## config.mk

```make
export PLATFORM = sky130hd
export DESIGN_NAME = exception_sequencer
export DESIGN_NICKNAME = d
export VERILOG_FILES = /design/src/rtl/exception_sequencer.sv
export SDC_FILE = /design/constraint.sdc
export NUM_CORES = 1
export LEC_CHECK = 0
export CORE_MARGIN = 4
export CORE_UTILIZATION = 38
export CTS_BUF_LIST = sky130_fd_sc_hd__clkbuf_16
export DETAILED_ROUTE_END_ITERATION = 8
export GPL_ROUTABILITY_DRIVEN = 0
export PLACE_DENSITY = 0.86
export SLEW_MARGIN = 20
export SYNTH_ARGS = -nofsm -noshare
export SYNTH_HDL_FRONTEND = slang
export SYNTH_SLANG_ARGS = --single-unit
```

## constraint.sdc

```tcl
create_clock -name clock -period 2.5 [get_ports clock]
set_input_delay 0.375 -clock clock [delete_from_list [all_inputs] [get_ports clock]]
set_output_delay 0.375 -clock clock [all_outputs]
set_load 0.005 [all_outputs]
```

## src/rtl/exception_sequencer.sv

```systemverilog
// Multicycle exception controller: saves EPC, fetches the vector byte and reloads PC.
// Optional build macro EXC_MASK_EN adds a per-source request mask input (exc_mask_i).
module exception_sequencer #(
    parameter logic [31:0] VEC_OPCODE = 32'd253,
    parameter logic [31:0] VEC_OVF    = 32'd254,
    parameter logic [31:0] VEC_DIV0   = 32'd255,
    parameter int unsigned MEM_LAT    = 2
) (
    input  logic        clock,
    input  logic        reset,
`ifdef EXC_MASK_EN
    input  logic [2:0]  exc_mask_i,
`endif
    input  logic        bad_opcode_i,
    input  logic        ovf_i,
    input  logic        div0_i,
    input  logic [31:0] pc_i,
    input  logic [31:0] mem_data_i,
    output logic        exc_busy_o,
    output logic [31:0] vec_addr_o,
    output logic [31:0] epc_o,
    output logic        epc_write_o,
    output logic [1:0]  cause_o,
    output logic        pc_load_o,
    output logic [31:0] pc_next_o,
    output logic        exc_done_o
);

    localparam int unsigned CNT_W   = 3;
    localparam int unsigned CAUSE_W = 2;

    typedef enum logic [2:0] {
        S_IDLE,
        S_SAVE,
        S_MEMRD,
        S_WAIT,
        S_LOADPC,
        S_DONE
    } state_e;

    state_e               state_q;
    logic [CNT_W-1:0]     cnt_q;
    logic                 busy_q;
    logic [31:0]          vec_addr_q;
    logic [31:0]          epc_q;
    logic                 epc_write_q;
    logic [CAUSE_W-1:0]   cause_q;
    logic                 pc_load_q;
    logic [31:0]          pc_next_q;
    logic                 exc_done_q;

    logic [2:0]           req_c;
    logic [CAUSE_W-1:0]   cause_d;
    logic [31:0]          vec_addr_d;
    logic [31:0]          epc_d;
    logic [31:0]          pc_next_d;
    logic                 unused_mem_hi_c;

    // Request vector ordered {div0, overflow, opcode}
`ifdef EXC_MASK_EN
    assign req_c = {div0_i, ovf_i, bad_opcode_i} & ~exc_mask_i;
`else
    assign req_c = {div0_i, ovf_i, bad_opcode_i};
`endif

    // Priority select: opcode > overflow > div0
    always_comb begin
        cause_d    = CAUSE_W'(0);
        vec_addr_d = 32'd0;
        if (req_c[0]) begin
            cause_d    = CAUSE_W'(1);
            vec_addr_d = VEC_OPCODE;
        end else if (req_c[1]) begin
            cause_d    = CAUSE_W'(2);
            vec_addr_d = VEC_OVF;
        end else if (req_c[2]) begin
            cause_d    = CAUSE_W'(3);
            vec_addr_d = VEC_DIV0;
        end
    end

    assign epc_d           = pc_i - 32'd4;
    assign pc_next_d       = {24'h0, mem_data_i[7:0]};
    assign unused_mem_hi_c = ^mem_data_i[31:8];

    always_ff @(posedge clock) begin
        if (reset) begin
            state_q     <= S_IDLE;
            cnt_q       <= '0;
            busy_q      <= 1'b0;
            vec_addr_q  <= 32'd0;
            epc_q       <= 32'd0;
            epc_write_q <= 1'b0;
            cause_q     <= '0;
            pc_load_q   <= 1'b0;
            pc_next_q   <= 32'd0;
            exc_done_q  <= 1'b0;
        end else begin
            epc_write_q <= 1'b0;
            pc_load_q   <= 1'b0;
            exc_done_q  <= 1'b0;
            case (state_q)
                S_IDLE: begin
                    if (|req_c) begin
                        state_q    <= S_SAVE;
                        busy_q     <= 1'b1;
                        cause_q    <= cause_d;
                        vec_addr_q <= vec_addr_d;
                    end
                end
                S_SAVE: begin
                    epc_q       <= epc_d;
                    epc_write_q <= 1'b1;
                    state_q     <= S_MEMRD;
                end
                S_MEMRD: begin
                    cnt_q   <= CNT_W'(MEM_LAT - 1);
                    state_q <= S_WAIT;
                end
                // Stays MEM_LAT cycles: counter runs MEM_LAT-1 down to 0
                S_WAIT: begin
                    if (cnt_q == '0) begin
                        state_q <= S_LOADPC;
                    end else begin
                        cnt_q <= cnt_q - CNT_W'(1);
                    end
                end
                // Data and strobe are registered together so they appear in DONE
                S_LOADPC: begin
                    pc_next_q  <= pc_next_d;
                    pc_load_q  <= 1'b1;
                    exc_done_q <= 1'b1;
                    state_q    <= S_DONE;
                end
                S_DONE: begin
                    busy_q  <= 1'b0;
                    state_q <= S_IDLE;
                end
                default: begin
                    busy_q  <= 1'b0;
                    state_q <= S_IDLE;
                end
            endcase
        end
    end

    assign exc_busy_o  = busy_q;
    assign vec_addr_o  = vec_addr_q;
    assign epc_o       = epc_q;
    assign epc_write_o = epc_write_q;
    assign cause_o     = cause_q;
    assign pc_load_o   = pc_load_q;
    assign pc_next_o   = pc_next_q;
    assign exc_done_o  = exc_done_q;

endmodule

```

==> summary.md, run 1 <==
| Metric | Value |
|---|---|
| Fmax | between 0.4 and 0.5 GHz |
| Slew Limit Fails | 0 |
| Largest net degree at the start of global routing | 60 |
| Final Util | 53.70% |
| Synth top area cells | dfxtp_1 36%, buf_4 15%, o21ai_0 5.2%, nand2_1 4.2%, a21oi_1 3.5% |
| Register Area | between 0.001 and 0.0015 mm2 |
| HP Class | flip-flop to flip-flop |
| Antenna viol nets, final | 0 |
| Pwr Density | approximately 550 mW/mm2 |
| Power Internal | 1561 uW |
| TNS Setup | 0 ns |
| Area growth from synthesis to layout | 36.25% |
| Relative slew slack | 61.48% |
| Register share of total power | 44.3% |
| CP max FO | 17 |
| Die ar. | between 0.009 and 0.01 mm2 |
| Post-CTS setup buffer count | 0 |
| R2r startpoint | state_q[2] |
| Post-layout minimum cycle time | 2.160 ns |
| EDFF count, synth | 0 |
| DR vias | 2,693 |
| Post-route design area | about 0.0039 mm2 |
| Gate power share | 23.7% |
| Clk pwr share | 32.1% |
| Sw frac | 27.25% |
| Reg2reg setup slack | around 0.67 ns |
| Synth Cell Area | 0.002889 mm2 |
| Chip width | 95.20 um |
| # hold bufs at CTS | 0 |
| Post-cts sizing count | 0 |
| Clk buf depth | 2 |
| I/O Buffers | slightly below 100 |
| Least-Margin Pin Slew | 0.5771 ns |
| Mapped Cells | 360 |
| Worst setup SP type | input pin |
| DP HPWL | around 5500 um |
| Max VDD drop | 0.3664 mV |
| CTS Sinks | 52 |
| Fillers | 697 |
| Core ar. | 0.007331 mm2 |
| Register area share after synthesis | a little over a third |
| Worst Hold Depth | 2 |
| WP data required | 2.71 ns |
| PnR worst setup slack | 0.3403 ns |
| Reg2reg end | epc_o[22] |
| Clk_lat worst skew | 0.29 ns |
| GRT Overall Usage | 15.37% |
| CP Launch Point | pc_i[2] |
| Vias/cell | between 4 and 5 |
| YS warnings | 0 |
| First-pass GRT wire length | 11,220 um |
| Nets | 522 |
| H-Tree Depth | 2 |
| Crit path to | epc_o[24] |
| Starting density of the core | 39.41% |
| CTS root buf | clkbuf_16 |
| Static leakage | 0.001414 uW |
| Worst setup EP type | flip-flop |
| Fin crit share | approximately 86% |
| Status | finished clean |
| Num CTS Buffers | 5 |
| Vias in the first global route | 2,436 |
| RSZ-0062 raised after global routing | no |
| Initial antenna violation count | 0 |
| Unique cell type count in the Yosys netlist | 42 |
| Switching pwr | 584.9 uW |
| Ys flop type | dfxtp_1 |
| Initial DRC count | 85 |
| Drt drc | 0 |
| Max-cap violations | 0 |
| Rows | 31 |
| Crit path DAT | 2.37 ns |
| CP top delay family | simple AND/OR/NAND/NOR gates |
| GR Overflow Total | 0 |
| Final Hold Violating Endpoints | 0 |
| Antenna diodes | 0 |
| Seq cells post-synth | between 50 and 60 |
| # IOs | 171 |
| Syn avg cell area | 8.025 um2 |
| CP Cell Sequence | clkdlybuf4s50_1, inv_1, ha_1, nor4b_2, nand4b_1, buf_4, or4_1, a31oi_1 |
| Post-synth top area cell | dfxtp_1 |
| Routed Wire Length | 7248 um |
| Setup CP Type | input pin to flip-flop |
| Slowest-stage cell, CP | or4_1 |
| CP Depth | 8 |
| TritonCTS clock tree | yes |
| Max incr delay on CP | 0.47 ns |
| Post-place setup slack | 0.04019 ns |
| Final setup fails | 0 |
| Wirelength per Cell | 13.18 um |
| Share of layout cells above drive strength 1 | 6.430% |
| Final Skew | 0.002090 ns |
| Die height | 95.20 um |
| Post-synth top area share | 36.03% |
| Drt pass-1 iters | 4 |
| DP Area | 0.003789 mm2 |
| Asr flop ratio synth | 0% |
| Worst r2r path cells | 4 |
| Multi-input gate area | ~0.0015 mm2 |
| Worst-path clk slew | ~0.070 ns |
| Critical path buffer and inverter count | 3 |
[worst min path at each step]
stage | startpoint | to | slack (ns)
6_report | pc_next_o[0] | pc_next_o[0] | 0.46
5_1_grt | pc_next_o[0] | pc_next_o[0] | 0.48
3_5_place_dp | epc_o[19] | epc_o[19] | 0.44
3_3_place_gp | pc_next_o[2] | pc_next_o[2] | 0.44
2_1_floorplan | cnt_q[0] | cnt_q[0] | 0.44
4_1_cts | pc_next_o[3] | pc_next_o[3] | 0.46
[state kept, by name (all words and copies together), names as in the netlist]
| name | cells |
|---|---|
| vec_addr_o | 2 |
| pc_next_o | 8 |
| cause_o | 1 |
| epc_o | 32 |
| epc_write_o | 1 |
| cnt_q | 3 |
| exc_done_o | 1 |
| exc_busy_o | 1 |
| state_q | 3 |
[worst min-delay path: cells and delay by family, from the launching register on]
| family | cells | cell delay [ns] |
|---|---|---|
| AND/OR/NAND/NOR | 1 | 0.05 |
| AO/OA/AOI/OAI | 1 | 0.05 |
| flip-flops | 1 | 0.31 |
[kinds of logic after synthesis]
kind of cell / Yosys count / synth area share (%)
flip-flops: 52 / 36.03
AO/OA/AOI/OAI: 88 / 18.36
other: 1 / 0.1298
multiplexers: 1 / 0.3465
buffers and inverters: 83 / 18.10
XOR/XNOR: 7 / 2.122
AND/OR/NAND/NOR: 125 / 23.60
adder cells (fa/ha/maj): 3 / 1.299
[power by group through the flow]
stage          logic [uW]  clock network [uW]  registers, uW
5_1_grt               560                 737            960
6_report              508                 688            951
3_3_place_gp          495                   0            968
3_5_place_dp          507                   0            969
2_1_floorplan         269                   0            966
4_1_cts               510                 707            951
[Yosys cell counts, types with 5 or more instances]
cell type / instances
inv_1: 9
a211oi_1: 6
or3_1: 11
a311oi_1: 5
xnor2_1: 5
dfxtp_1: 52
clkbuf_1: 17
nor2_1: 25
o21ai_0: 30
nand3_1: 6
a31oi_1: 14
nor3_1: 11
a21oi_1: 20
nand2_1: 32
o31ai_1: 8
buf_4: 56
or4_1: 10
nor4_1: 7
[cell type report]
cell class                 instances  share of cell area [%]
multi-input combinational        272                   38.27
timing repair buffer             110                   27.53
sequential                        52                   26.45
clock buffer                       5                   3.179
tap                               99                   3.147
inverter                           9                  0.8582
clock inverter                     3                  0.5722
[metrics by stage]
step                      hold slack [ns]  total power (uW)  instances
final                              0.4557              2146        550
after global routing               0.4752              2258        550
after CTS                          0.4588              2169        550
after detailed placement           0.4425              1476        542
after global placement             0.4417              1463        542
after floorplan                    0.4430              1235        407
[layer usage]
layer	wire length, um	share of wire [%]	track usage, %	up-vias
li1	-	-	-	1370
met1	2948	41	17.17	1232
met2	3645	50	27.99	84
met3	594	8.2	4.815	7
met4	60	0.83	4.087	0
met5	0	0	0	-
[placed cells by master, fill, tap and decap left out, types with 2 or more instances in the layout]
cell and instances:
a211oi_1 6, a31oi_1 14, nor2b_1 3, nand4b_1 2, inv_1 9, clkdlybuf4s50_1 98, ha_1 3, a311oi_1 5
nand2_1 32, xor2_1 2, a21oi_1 20, conb_1 48, nor4_1 7, and2_1 2, or4_1 10, or3_1 11
nand3_1 6, or2_2 3, o31ai_1 8, nor2_1 25, nand4_1 3, buf_4 11, nor3_1 11, dfxtp_1 52
xnor2_1 5, o21ai_0 30, clkbuf_16 5
Power figures use the tool's default switching activity.
==> run 2, diff against run 1 <==
- CTS_CLUSTER_SIZE: default -> 40
- SLEW_MARGIN: 20 -> default
==> results of run 2 <==
Same layout as run 1: the final DEF is identical, and so are final timing and power.
